$ cat config.mk
export PLATFORM = sky130hd
export DESIGN_NAME = add_serial_arb
export DESIGN_NICKNAME = d
export VERILOG_FILES = /design/src/rtl/add_serial_arb.sv
export SDC_FILE = /design/constraint.sdc
export NUM_CORES = 1
export LEC_CHECK = 0
export ABC_AREA = 0
export BUFFER_PORTS_ARGS = -buffer_cell sky130_fd_sc_hd__buf_4
export CAP_MARGIN = 20
export CORE_MARGIN = 1
export CORE_UTILIZATION = 48
export CTS_CLUSTER_DIAMETER = 80
export CTS_CLUSTER_SIZE = 12
export DETAILED_ROUTE_END_ITERATION = 10
export GPL_ROUTABILITY_DRIVEN = 0
export PLACE_DENSITY = 0.8
export RECOVER_POWER = 25
export SYNTH_ARGS = -nofsm -noshare
export SYNTH_HDL_FRONTEND = slang
export SYNTH_SLANG_ARGS = --single-unit
$ cat constraint.sdc
create_clock -name clk -period 1.7 [get_ports clk]
set_input_delay 0.34 -clock clk [delete_from_list [all_inputs] [get_ports clk]]
set_output_delay 0.34 -clock clk [all_outputs]
set_load 0.05 [all_outputs]
$ cat src/rtl/add_serial_arb.sv
// Round-robin front end that time-shares one bit-serial 8-bit adder among four requesters.
// Each operation takes ADD_LAT+4 cycles: grant, launch pulse, wait, response, release pulse.
module add_serial_arb #(
   parameter int NREQ    = 4,
   parameter int ADD_LAT = 11,
   parameter int CNT_W   = 16
) (
   input  logic             clk,
   input  logic             rst_n,
   input  logic [3:0]       req,
   input  logic [31:0]      a_in,
   input  logic [31:0]      b_in,
   output logic [3:0]       gnt,
   output logic             resp_valid,
   output logic [1:0]       resp_id,
   output logic [7:0]       resp_sum,
   output logic             busy,
   output logic [CNT_W-1:0] ops_done,
   output logic             add_en,
   output logic [7:0]       add_a,
   output logic [7:0]       add_b,
   input  logic [7:0]       add_out
);

   typedef enum logic [2:0] {
      S_IDLE,
      S_LAUNCH,
      S_WAIT,
      S_RESP,
      S_RELEASE
   } state_t;

   localparam logic [7:0] WAIT_LAST = 8'(ADD_LAT - 1);

   state_t           state_q;
   logic [1:0]       ptr_q;
   logic [1:0]       id_q;
   logic [7:0]       wait_cnt_q;
   logic [7:0]       add_a_q;
   logic [7:0]       add_b_q;
   logic             resp_valid_q;
   logic [1:0]       resp_id_q;
   logic [7:0]       resp_sum_q;
   logic [CNT_W-1:0] ops_done_q;
   logic [CNT_W-1:0] ops_done_d;

   logic             sel_found;
   logic [1:0]       sel_idx;
   logic [1:0]       cand;

   // Scan starting at the round-robin pointer; first set request wins.
   always_comb begin
      sel_found = 1'b0;
      sel_idx   = ptr_q;
      cand      = 2'd0;
      for (int k = 0; k < NREQ; k++) begin
         cand = ptr_q + 2'(k);
         if (!sel_found && req[cand]) begin
            sel_found = 1'b1;
            sel_idx   = cand;
         end
      end
   end

   assign ops_done_d = ops_done_q + CNT_W'(1);

   always_ff @(posedge clk) begin
      if (!rst_n) begin
         state_q      <= S_IDLE;
         ptr_q        <= 2'd0;
         id_q         <= 2'd0;
         wait_cnt_q   <= 8'd0;
         add_a_q      <= 8'd0;
         add_b_q      <= 8'd0;
         resp_valid_q <= 1'b0;
         resp_id_q    <= 2'd0;
         resp_sum_q   <= 8'd0;
         ops_done_q   <= '0;
      end else begin
         resp_valid_q <= 1'b0;
         case (state_q)
            S_IDLE: begin
               if (sel_found) begin
                  add_a_q <= a_in[{sel_idx, 3'b000} +: 8];
                  add_b_q <= b_in[{sel_idx, 3'b000} +: 8];
                  id_q    <= sel_idx;
                  ptr_q   <= sel_idx + 2'd1;
                  state_q <= S_LAUNCH;
               end
            end
            S_LAUNCH: begin
               wait_cnt_q <= 8'd0;
               state_q    <= S_WAIT;
            end
            S_WAIT: begin
               wait_cnt_q <= wait_cnt_q + 8'd1;
               if (wait_cnt_q == WAIT_LAST) begin
                  resp_sum_q   <= add_out;
                  resp_id_q    <= id_q;
                  resp_valid_q <= 1'b1;
                  state_q      <= S_RESP;
               end
            end
            S_RESP: begin
               ops_done_q <= ops_done_d;
               state_q    <= S_RELEASE;
            end
            S_RELEASE: state_q <= S_IDLE;
            default:   state_q <= S_IDLE;
         endcase
      end
   end

   // Launch and release are never adjacent, so add_en cannot pulse twice in a row.
   assign gnt        = (state_q == S_IDLE && sel_found) ? (4'b0001 << sel_idx) : 4'b0000;
   assign busy       = (state_q != S_IDLE);
   assign add_en     = (state_q == S_LAUNCH) || (state_q == S_RELEASE);
   assign add_a      = add_a_q;
   assign add_b      = add_b_q;
   assign resp_valid = resp_valid_q;
   assign resp_id    = resp_id_q;
   assign resp_sum   = resp_sum_q;
   assign ops_done   = ops_done_q;

endmodule

==> results of run 1 <==
cell type report:
type | count | area (sq um)
Inverter | 6 | 25.02
Clock inverter | 5 | 125.1
Tap cell | 75 | 93.84
Fill cell | 339 | 1040
Timing Repair Buffer | 165 | 1369
Multi-Input combinational cell | 232 | 2016
Clock buffer | 11 | 141.4
Sequential cell | 58 | 1181
power by group:
part           switching, mW  leakage (nW)  total (mW)  internal, mW
Combinational           1.77          1.49        3.24          1.47
Clock                  0.566         0.134        1.73          1.16
Sequential             0.173         0.477        1.72          1.55
Total                   2.51          2.10        6.69          4.18
cell families (layout without fill, tap and decap cells):
kind of cell | count (synthesis) | in the layout | synth area share
muxes | 45 | 45 | 0.1498
DFF | 58 | 58 | 0.3839
adders and majority gates | 3 | 3 | 0.01241
buffers and inverters | 25 | 187 | 0.05709
AOI/OAI and AO/OA | 49 | 49 | 0.1374
and+or+nand+nor | 119 | 119 | 0.2131
xor gates and xnor gates | 16 | 16 | 0.04634
flip-flops by register name (all words and copies together) (netlist names), 2 cells and up:
register	flops
ptr_q	2
state_q	3
resp_sum	8
add_a	8
add_b	8
id_q	2
resp_id	2
ops_done	16
wait_cnt_q	8
metal layers:
layer | share of wire | vias up | GRT usage
li1 | - | 1457 | -
met1 | 0.37 | 1521 | 0.3329
met2 | 0.50 | 157 | 0.5342
met3 | 0.079 | 43 | 0.09663
met4 | 0.050 | 0 | 0.2196
met5 | 0 | - | 0
synthesized netlist by cell type (all sizes together) (5+ instances only):
cell,n,area (sq um)
nand4,5,46.29
o21ai,9,45.04
nand3,25,142.6
o221ai,16,209.0
buf,11,120.1
nand2,18,70.07
dfxtp,58,1161
nor3,10,50.05
mux2i,43,430.4
clkbuf,8,30.03
inv,6,22.52
xnor2,10,87.58
a21oi,15,75.07
nor2,36,153.9
xor2,6,52.55
stage by stage:
stage	setup slack, ps	util	std cells	instance area, sq um	power, mW
final	-347.5	0.8264	552	4951	6.692
after global routing	-363.2	0.8264	552	4951	6.882
after CTS	-300.4	0.8162	552	4890	6.469
after detailed placement	-239.0	0.7034	522	4214	4.114
after global placement	-163.7	0.7034	522	4214	4.064
after floorplan	-153.2	-	315	3110	3.412
worst min-delay path, cell delays in order:
cell and delay (ps):
buf_4 70, mux2i_1 50, nor2_1 70
cells in the final DEF (no fill, tap or decap), types with 3 or more instances in the layout:
| master | instances |
|---|---|
| ha_1 | 3 |
| clkbuf_8 | 10 |
| dfxtp_2 | 7 |
| nor2b_1 | 3 |
| bufinv_16 | 4 |
| and3_1 | 4 |
| nand3_1 | 23 |
| o21ai_0 | 8 |
| buf_6 | 7 |
| buf_12 | 8 |
| mux2i_4 | 13 |
| o221ai_1 | 3 |
| o221ai_2 | 13 |
| buf_16 | 3 |
| buf_4 | 129 |
| inv_1 | 5 |
| nand2_1 | 16 |
| xnor2_1 | 10 |
| dfxtp_4 | 3 |
| nor2_1 | 31 |
| xor2_1 | 6 |
| nand4_1 | 4 |
| dfxtp_1 | 48 |
| mux2i_1 | 26 |
| nor3_1 | 8 |
| a21oi_1 | 15 |
| mux2i_2 | 4 |
| clkbuf_1 | 18 |
timing repair:
action / in CTS / in global routing
pin swaps: 12 / 14
setup buffers: 10 / 3
resized for setup: 42 / 27
cloned: 4 / 0
endpoints found under the setup margin: 22 / 23
final timing paths:
path	slack, ps	endpoint
max	-350	gnt[1]
min	240	resp_sum[6]
max reg2reg	-190	add_b[7]
min reg2reg	480	id_q[0]
==> results.md, run 1 <==
- Status: finished, violations left
- Failing checks: negative setup slack
- Number of synthesized register bits: 58
- P per Cell Area: 1352 nW/um^2
- # IOs: 127
- Sink Count: 58
- Buf/Inv on CP: 2
- Yosys cell types: 50
- Clock root buffer master: clkbuf_8
- P_leak: 2.102 nW
- N_diodes: 0
- Max-cap violations: 0
- Area Growth Syn to Fin: 63.72%
- Layout Skew: 8.922 ps
- Setup TNS: -2987 ps
- Gr usage total: 0.3158
- Period utilization: 1.204
- Clock latency on the worst-skew pair: 340 ps
- Crit end category: output pin
- Unrepaired setup endpoints after global routing: true
- CTS tree: done
- Slowest CP cell: dfxtp_4
- Die X: 81.38 um
- WL/cell: 20.39 um
- VDD IR-drop max: 0.8690 mV
- Num rows: 28
- Final worst path period need: 2047 ps
- Worst Tran Pin Value: 628.7 ps
- Mapped Avg Cell Area: 9.600 sq um
- Vias: 3178
- Share of layout cells above drive strength 1: 0.4822
- First-pass GRT wire length: 15510 um
- Initial Utilization: 0.5048
- Sequential fraction of the synthesis area: 0.3839
- H-tree Lvls: 3
- Final hold slack: 237.8 ps
- Critical Path Source: ptr_q[1]
- Syn Nets: 396
- Hpwl dp: 5899 um
- # port buffers: 126
- DR vias/cell: 5.757
- Startpoint Class: flip-flop
- CP Max Fanout: 4
- Clock transition at path regs: 70 ps
- DRC: 0
- Number of global-route vias before repair: 3133
- Hold_buf cts: 0
- CTS buffer count: 9
- CP required: 1360 ps
- Reg-to-Reg Start: ptr_q[0]
- Post-synth EDFFs: 0
- Post-route setup slack: -347.5 ps
- GRT Residual Overflow: 0
- Slew Viols, Final: 0
- TritonRoute pass-1 iters: 4
- Clock Tree Buf Depth: 2
- Final hold viol count: 0
- Min-Delay Startpoint: add_out[6]
- Netlist Area Pre-Place: 3024 sq um
- Final Routed Wirelength: 11260 um
- Critical setup path kind: reg -> out
- Warnings from Yosys: 0
- Prevailing post-synth register cell: dfxtp_1
- FMAX: 488.4 MHz
- Largest net degree at the start of global routing: 25
- CP top delay family: compound AO/OA/AOI/OAI gates
- Initial antenna violation count: 0
- Syn Inst Count: 315
- Die ar.: 6622 sq um
- Drt initial violations: 181
- Worst path max stage delay: 370 ps
- Worst slew margin: 0.5827
- Stages on the worst setup path: 6
- Endpoints failing setup: 20
- Worst-path cell chain: nor3b_4, a2bb2oi_4, o22a_4, buf_12, nor2_4, buf_8
- R2R cell count: 8
- DIE HEIGHT: 81.38 um
- Crit path DAT: 1710 ps
- Hold WC Path Type: in -> reg
- Layout Nets: 553
- WHS Path Cells: 3
- Ys async rst share: 0
- Final ANT Viol Nets: 0
- Core area: 5991 sq um
Note: power is estimated with default switching activity, not from simulation.
==> inputs of run 2 (changes only) <==
Settings changed: TNS_END_PERCENT set to 5.
==> run 2 against run 1 <==
Effect of this change: the run still ends with negative setup slack left; fmax grew 2.5%; sequential share of layout area grew 1.8 points; sequential power shrank 3%; critical path depth shrank 1; first-iteration DRC count shrank 74%; wire length shrank 25%; clock-buffer cell count grew 1; total power shrank 19%; setup slack gained 50 ps; largest power group unchanged; highest routed layer unchanged.
==> results.md, run 2 (same netlist as run 1, synthesis figures left out) <==
- Status: finished, violations left
- Failing checks: negative setup slack
- Critical setup path kind: reg -> out
- Commonest non-fill, non-tap cell in the layout: buf_4
- CP Max Fanout: 5 (+1)
- First-pass GRT wire length: 12320 um (-21%)
- Clk pwr share: 0.203 (-0.055)
- Die ar.: 6622 sq um (unchanged)
- Area Growth Syn to Fin: 50.23%
- Sequential cell area: 1167 sq um (-1.2%)
- Met1 Track Usage GR: 0.2808 (-0.05210)
- Sw Share: 0.3983 (+0.02335)
- Number of flip-flops in the largest register: 16 (unchanged)
- Hold_buf cts: 0 (unchanged)
- FMAX: 500.7 MHz (+2.5%)
- Drt initial violations: 47 (-74%)
- Gr usage total: 0.2419 (-0.07387)
- Number of global-route vias before repair: 2729 (-13%)
- CP required: 1360 ps (about the same)
- Final core utilization: 0.7584 (-0.06809)
- Die X: 81.38 um (unchanged)
- Busiest grt layer: met2
- Internal power: 3.264 mW (-22%)
- Final ANT Viol Nets: 0 (unchanged)
- Total power: 5.424 mW (-19%)
- Clock latency on the worst-skew pair: 320 ps (-20 ps)
- DR vias/cell: 5.380 (-6.6%)
- TritonRoute pass-1 iters: 4 (unchanged)
- Fillers: 437 (+29%)
- Grt met2 use: 0.4283 (-0.1058)
- P_leak: 1.984 nW (-5.6%)
- Largest net degree at the start of global routing: 23 (-8.0%)
- Reg power frac: 0.308 (+0.051)
- H-tree Lvls: 3 (unchanged)
- Initial antenna violation count: 0 (unchanged)
- Most frequent cells in the layout: buf_4, dfxtp_1, mux2i_1
- CTS tree: done
- Slew Viols, Final: 0 (unchanged)
- # port buffers: 126 (unchanged)
- Crit path DAT: 1660 ps (-50 ps)
- GRT Residual Overflow: 0 (unchanged)
- DIE HEIGHT: 81.38 um (unchanged)
- Final worst path period need: 1997 ps (-50.26 ps)
- Clock root buffer master: clkbuf_8
- P per Cell Area: 1194 nW/um^2 (-12%)
- Final Routed Wirelength: 8415 um (-25%)
- GR Util met3: 0.05506 (-0.04157)
- # IOs: 127 (unchanged)
- N_diodes: 0 (unchanged)
- Startpoint Class: flip-flop
- Switch Pwr: 2.161 mW (-14%)
- Final hold viol count: 0 (unchanged)
- Placed cells: 529 (+1.3%)
- Crit end category: output pin
- Sink Count: 58 (unchanged)
- Initial Utilization: 0.5048 (unchanged)
- Layout Nets: 550 (-0.54%)
- Post-Layout Cell Count: 548 (-0.72%)
- Unrepaired setup endpoints after global routing: true
- Share of layout cells above drive strength 1: 0.4355 (-0.04666)
- Worst Tran Pin Value: 647.1 ps (+18.48 ps)
- DRC: 0 (unchanged)
- CTS buffer count: 9 (unchanged)
- Worst slew margin: 0.5704 (-0.01227)
- Clock Tree Buf Depth: 2 (unchanged)
- Period utilization: 1.175 (-0.02957)
- Hpwl dp: 5791 um (-1.8%)
- Hold WC Path Type: in -> reg
- Num rows: 28 (unchanged)
- VDD IR-drop max: 0.9431 mV (+8.5%)
- Logic pwr share: 0.489 (+0.004)
- Setup TNS: -2130 ps (+856.7 ps)
- Layout Skew: 6.244 ps (-2.678 ps)
- Max-cap violations: 0 (unchanged)
- WL/cell: 15.36 um (-25%)
- Clock transition at path regs: 60 ps (about the same)
- Endpoints failing setup: 18 (-10%)
- Vias: 2948 (-7.2%)
- Multi-input gate area: 1858 sq um (-7.8%)
- Core area: 5991 sq um (unchanged)
- Post-route setup slack: -297.2 ps (+50.26 ps)
==> run 2: cell count changes in the layout (fill, tap and decap cells not counted), moves of 3 or more <==
cell       delta
mux2i_1       +8
buf_12        -4
mux2i_4      -12
mux2i_2       +4
buf_16        -3
dfxtp_2       -5
dfxtp_1       +7
bufinv_16     -4
==> run 2: power by group through the flow <==
stage               registers (mW)  logic [mW]  clock network [mW]
global route                  1.69        2.79                1.18
CTS                           1.66        2.58                1.13
finish                        1.67        2.65                1.10
detailed placement            1.69        2.44                   0
global placement              1.68        2.41                   0
floorplan                     2.11        1.29                   0
==> run 2: worst paths after layout <==
check | end | start | slack [ps] | cells past startpoint
setup / recovery | gnt[2] | ptr_q[1] | -300 | 5
setup reg to reg | add_b[4] | ptr_q[0] | -130 | 8
hold / removal | resp_sum[1] | add_out[1] | 250 | 3
hold reg to reg | id_q[0] | id_q[0] | 470 | 2
==> run 2: final cells by class <==
| type | instances | share of cell area |
|---|---|---|
| Inverter | 6 | 0.005508 |
| Sequential cell | 58 | 0.2570 |
| Multi-Input combinational cell | 232 | 0.4090 |
| Clock buffer | 12 | 0.03415 |
| Tap cell | 75 | 0.02066 |
| Clock inverter | 3 | 0.003305 |
| Timing Repair Buffer | 162 | 0.2704 |
==> run 2: what timing repair did <==
| item | CTS | global route |
|---|---|---|
| buffers inserted | 4 | 0 |
| gates resized for setup | 18 | 20 |
| setup endpoints to repair | 13 | 21 |
| pin swaps | 6 | 10 |
==> run 2: per-layer routing <==
metal,share of wire,wire [um]
met2,0.50,4202
met3,0.083,700
met1,0.40,3366
met4,0.017,146
met5,0,0
==> run 2: per-stage QoR <==
stage	area, sq um	setup WS [ps]	hold WS [ps]
floorplan	3095	-153.2	435.7
global placement	4252	-169.4	453.2
detailed placement	4252	-250.0	454.7
CTS	4526	-273.9	238.4
global route	4543	-360.9	248.5
finish	4543	-297.2	247.7
==> run 2: critical path: stages (launching register included) <==
cell	delay (ps)
dfxtp_4	360
nor3b_4	260
a2bb2oi_4	230
o22ai_4	110
nor3_4	190
buf_6	180
==> inputs of run 3 (changes only) <==
Settings changed: CORE_UTILIZATION 48 to 50, CTS_BUF_LIST set to sky130_fd_sc_hd__clkbuf_4, PLACE_DENSITY 0.8 to not set, PLACE_DENSITY_LB_ADDON set to 0.05.
==> run 3 against run 2 <==
Effect of this change: the flow still finishes with violations (negative setup slack); sequential power about the same; setup slack worse by 83 ps; clock skew up 14 ps; final area up 0.33%; clock power about the same; sequential share of layout area about the same; clock-buffer cell count down 3; sequential cell count unchanged; fmax down 4.0%.
==> results.md, run 3 (same netlist as run 1, synthesis figures left out) <==
- Status: finished, violations left
- Failing checks: negative setup slack
- Drt initial violations: 137 (+190%)
- DR vias/cell: 5.408 (+0.52%)
- N_diodes: 0 (unchanged)
- GRT Residual Overflow: 0 (unchanged)
- Worst Tran Pin Value: 480.3 ps (-166.9 ps)
- Clock transition at path regs: 100 ps (+40 ps)
- Final Routed Wirelength: 8912 um (+5.9%)
- Slew Viols, Final: 0 (unchanged)
- CP Max Fanout: 4 (-1)
- Fillers: 367 (-16%)
- Initial Utilization: 0.5328 (+0.02804)
- Gr usage total: 0.2612 (+0.01927)
- Critical setup path kind: reg -> out
- CTS buffer count: 9 (unchanged)
- Placed cell areas: 4220 sq um (-0.74%)
- Final hold slack: 195.4 ps (-52.29 ps)
- P per Cell Area: 1208 nW/um^2 (+1.2%)
- CTS tree: done
- Layout Skew: 20.04 ps (+13.80 ps)
- Die ar.: 6363 sq um (-3.9%)
- Worst-path cell chain: nor3b_4, a2bb2oi_4, o22ai_4, buf_6, nor2_4, buf_8
- Number of global-route vias before repair: 2840 (+4.1%)
- Worst path max stage delay: 390 ps (+30 ps)
- Layout Nets: 551 (+0.18%)
- Post-route setup slack: -380.6 ps (-83.41 ps)
- First-pass GRT wire length: 12900 um (+4.7%)
- Setup WS pre-CTS: -192.4 ps (+57.57 ps)
- Final hold viol count: 0 (unchanged)
- FMAX: 480.6 MHz (-4.0%)
- Total power: 5.506 mW (+1.5%)
- Unrepaired setup endpoints after global routing: true
- WL/cell: 16.29 um (+6.1%)
- Crit path DAT: 1740 ps (+80 ps)
- # IOs: 127 (unchanged)
- Most frequent cells in the layout: buf_4, dfxtp_1, mux2i_1
- Endpoints failing setup: 21 (+3)
- Final ANT Viol Nets: 0 (unchanged)
- TritonRoute pass-1 iters: 4 (unchanged)
- Share of layout cells above drive strength 1: 0.4674 (+0.03185)
- Slowest CP cell: dfxtp_4
- Die X: 79.77 um (-2.0%)
- Sink Count: 58 (unchanged)
- Clock latency on the worst-skew pair: 390 ps (+70 ps)
- CP required: 1360 ps (about the same)
- Clock Tree Buf Depth: 2 (unchanged)
- P_leak: 2.047 nW (+3.2%)
- Hold WC Path Type: in -> reg
- VDD IR-drop max: 0.6705 mV (-29%)
- Final worst path period need: 2081 ps (+83.42 ps)
- Crit end category: output pin
- Design area: 4558 sq um (+0.33%)
- Clock root buffer master: clkbuf_4
- Period utilization: 1.224 (+0.04907)
- Area Growth Syn to Fin: 50.72%
- # port buffers: 126 (unchanged)
- Hpwl dp: 6047 um (+4.4%)
- Num rows: 27 (-3.6%)
- Largest net degree at the start of global routing: 31 (+35%)
- Max-cap violations: 0 (unchanged)
- Worst slew margin: 0.6769 (+0.1064)
- Number of flip-flops in the largest register: 16 (unchanged)
- DRC: 0 (unchanged)
- Commonest non-fill, non-tap cell in the layout: buf_4
- Vias: 2958 (+0.34%)
- DIE HEIGHT: 79.77 um (-2.0%)
- Core area: 5675 sq um (-5.3%)
- H-tree Lvls: 3 (unchanged)
- Initial antenna violation count: 0 (unchanged)
- Startpoint Class: flip-flop
==> run 3: stage by stage <==
step | std cells | util | TNS, ps
4_1_cts | 543 | 0.7908 | -1427
3_3_place_gp | 524 | 0.7436 | -1486
6_report | 547 | 0.8031 | -3424
2_1_floorplan | 315 | - | -883.7
3_5_place_dp | 524 | 0.7436 | -2263
5_1_grt | 547 | 0.8031 | -5498
==> run 3: cell type report <==
cell class | instances | area (sq um) | area share
clock buffers | 9 | 67.56 | 0.01482
clock inverters | 7 | 93.84 | 0.02059
inverters | 6 | 25.02 | 0.005490
multi-input cells | 232 | 1846 | 0.4049
flip-flops and latches | 58 | 1172 | 0.2572
well taps | 72 | 90.09 | 0.01976
repair buffers | 163 | 1264 | 0.2772
==> run 3: what timing repair did <==
action | in CTS | in global routing
endpoints found under the setup margin | 7 | 22
resized for setup | 21 | 17
setup buffers | 3 | 4
hold buffers | 0 | 0
pin swaps | 7 | 20
==> run 3: final timing paths <==
path,start,end,slack (ps),depth (start not counted)
max,ptr_q[1],gnt[3],-380,6
min reg2reg,id_q[0],id_q[0],470,2
max reg2reg,ptr_q[1],add_b[3],-200,7
min,add_out[3],resp_sum[3],200,3
==> run 3: critical path, delay by kind of cell (launching register included) <==
kind | cells | cell delay (ps)
buffers and inverters | 2 | 290
AND/OR/NAND/NOR | 2 | 360
AO/OA/AOI/OAI | 2 | 330
flip-flops | 1 | 390
==> run 3: metal layers <==
layer	GRT usage	vias to the layer above	routed length [um]
li1	-	1449	-
met4	0.1250	0	211
met2	0.4530	137	4476
met5	0	-	0
met1	0.3024	1352	3539
met3	0.05829	20	685
==> run 3: report_power, final <==
group	switching, mW	leakage (nW)	internal (mW)
Combinational	1.55	1.49	1.14
Clock	0.539	0.0819	0.593
Sequential	0.148	0.474	1.54
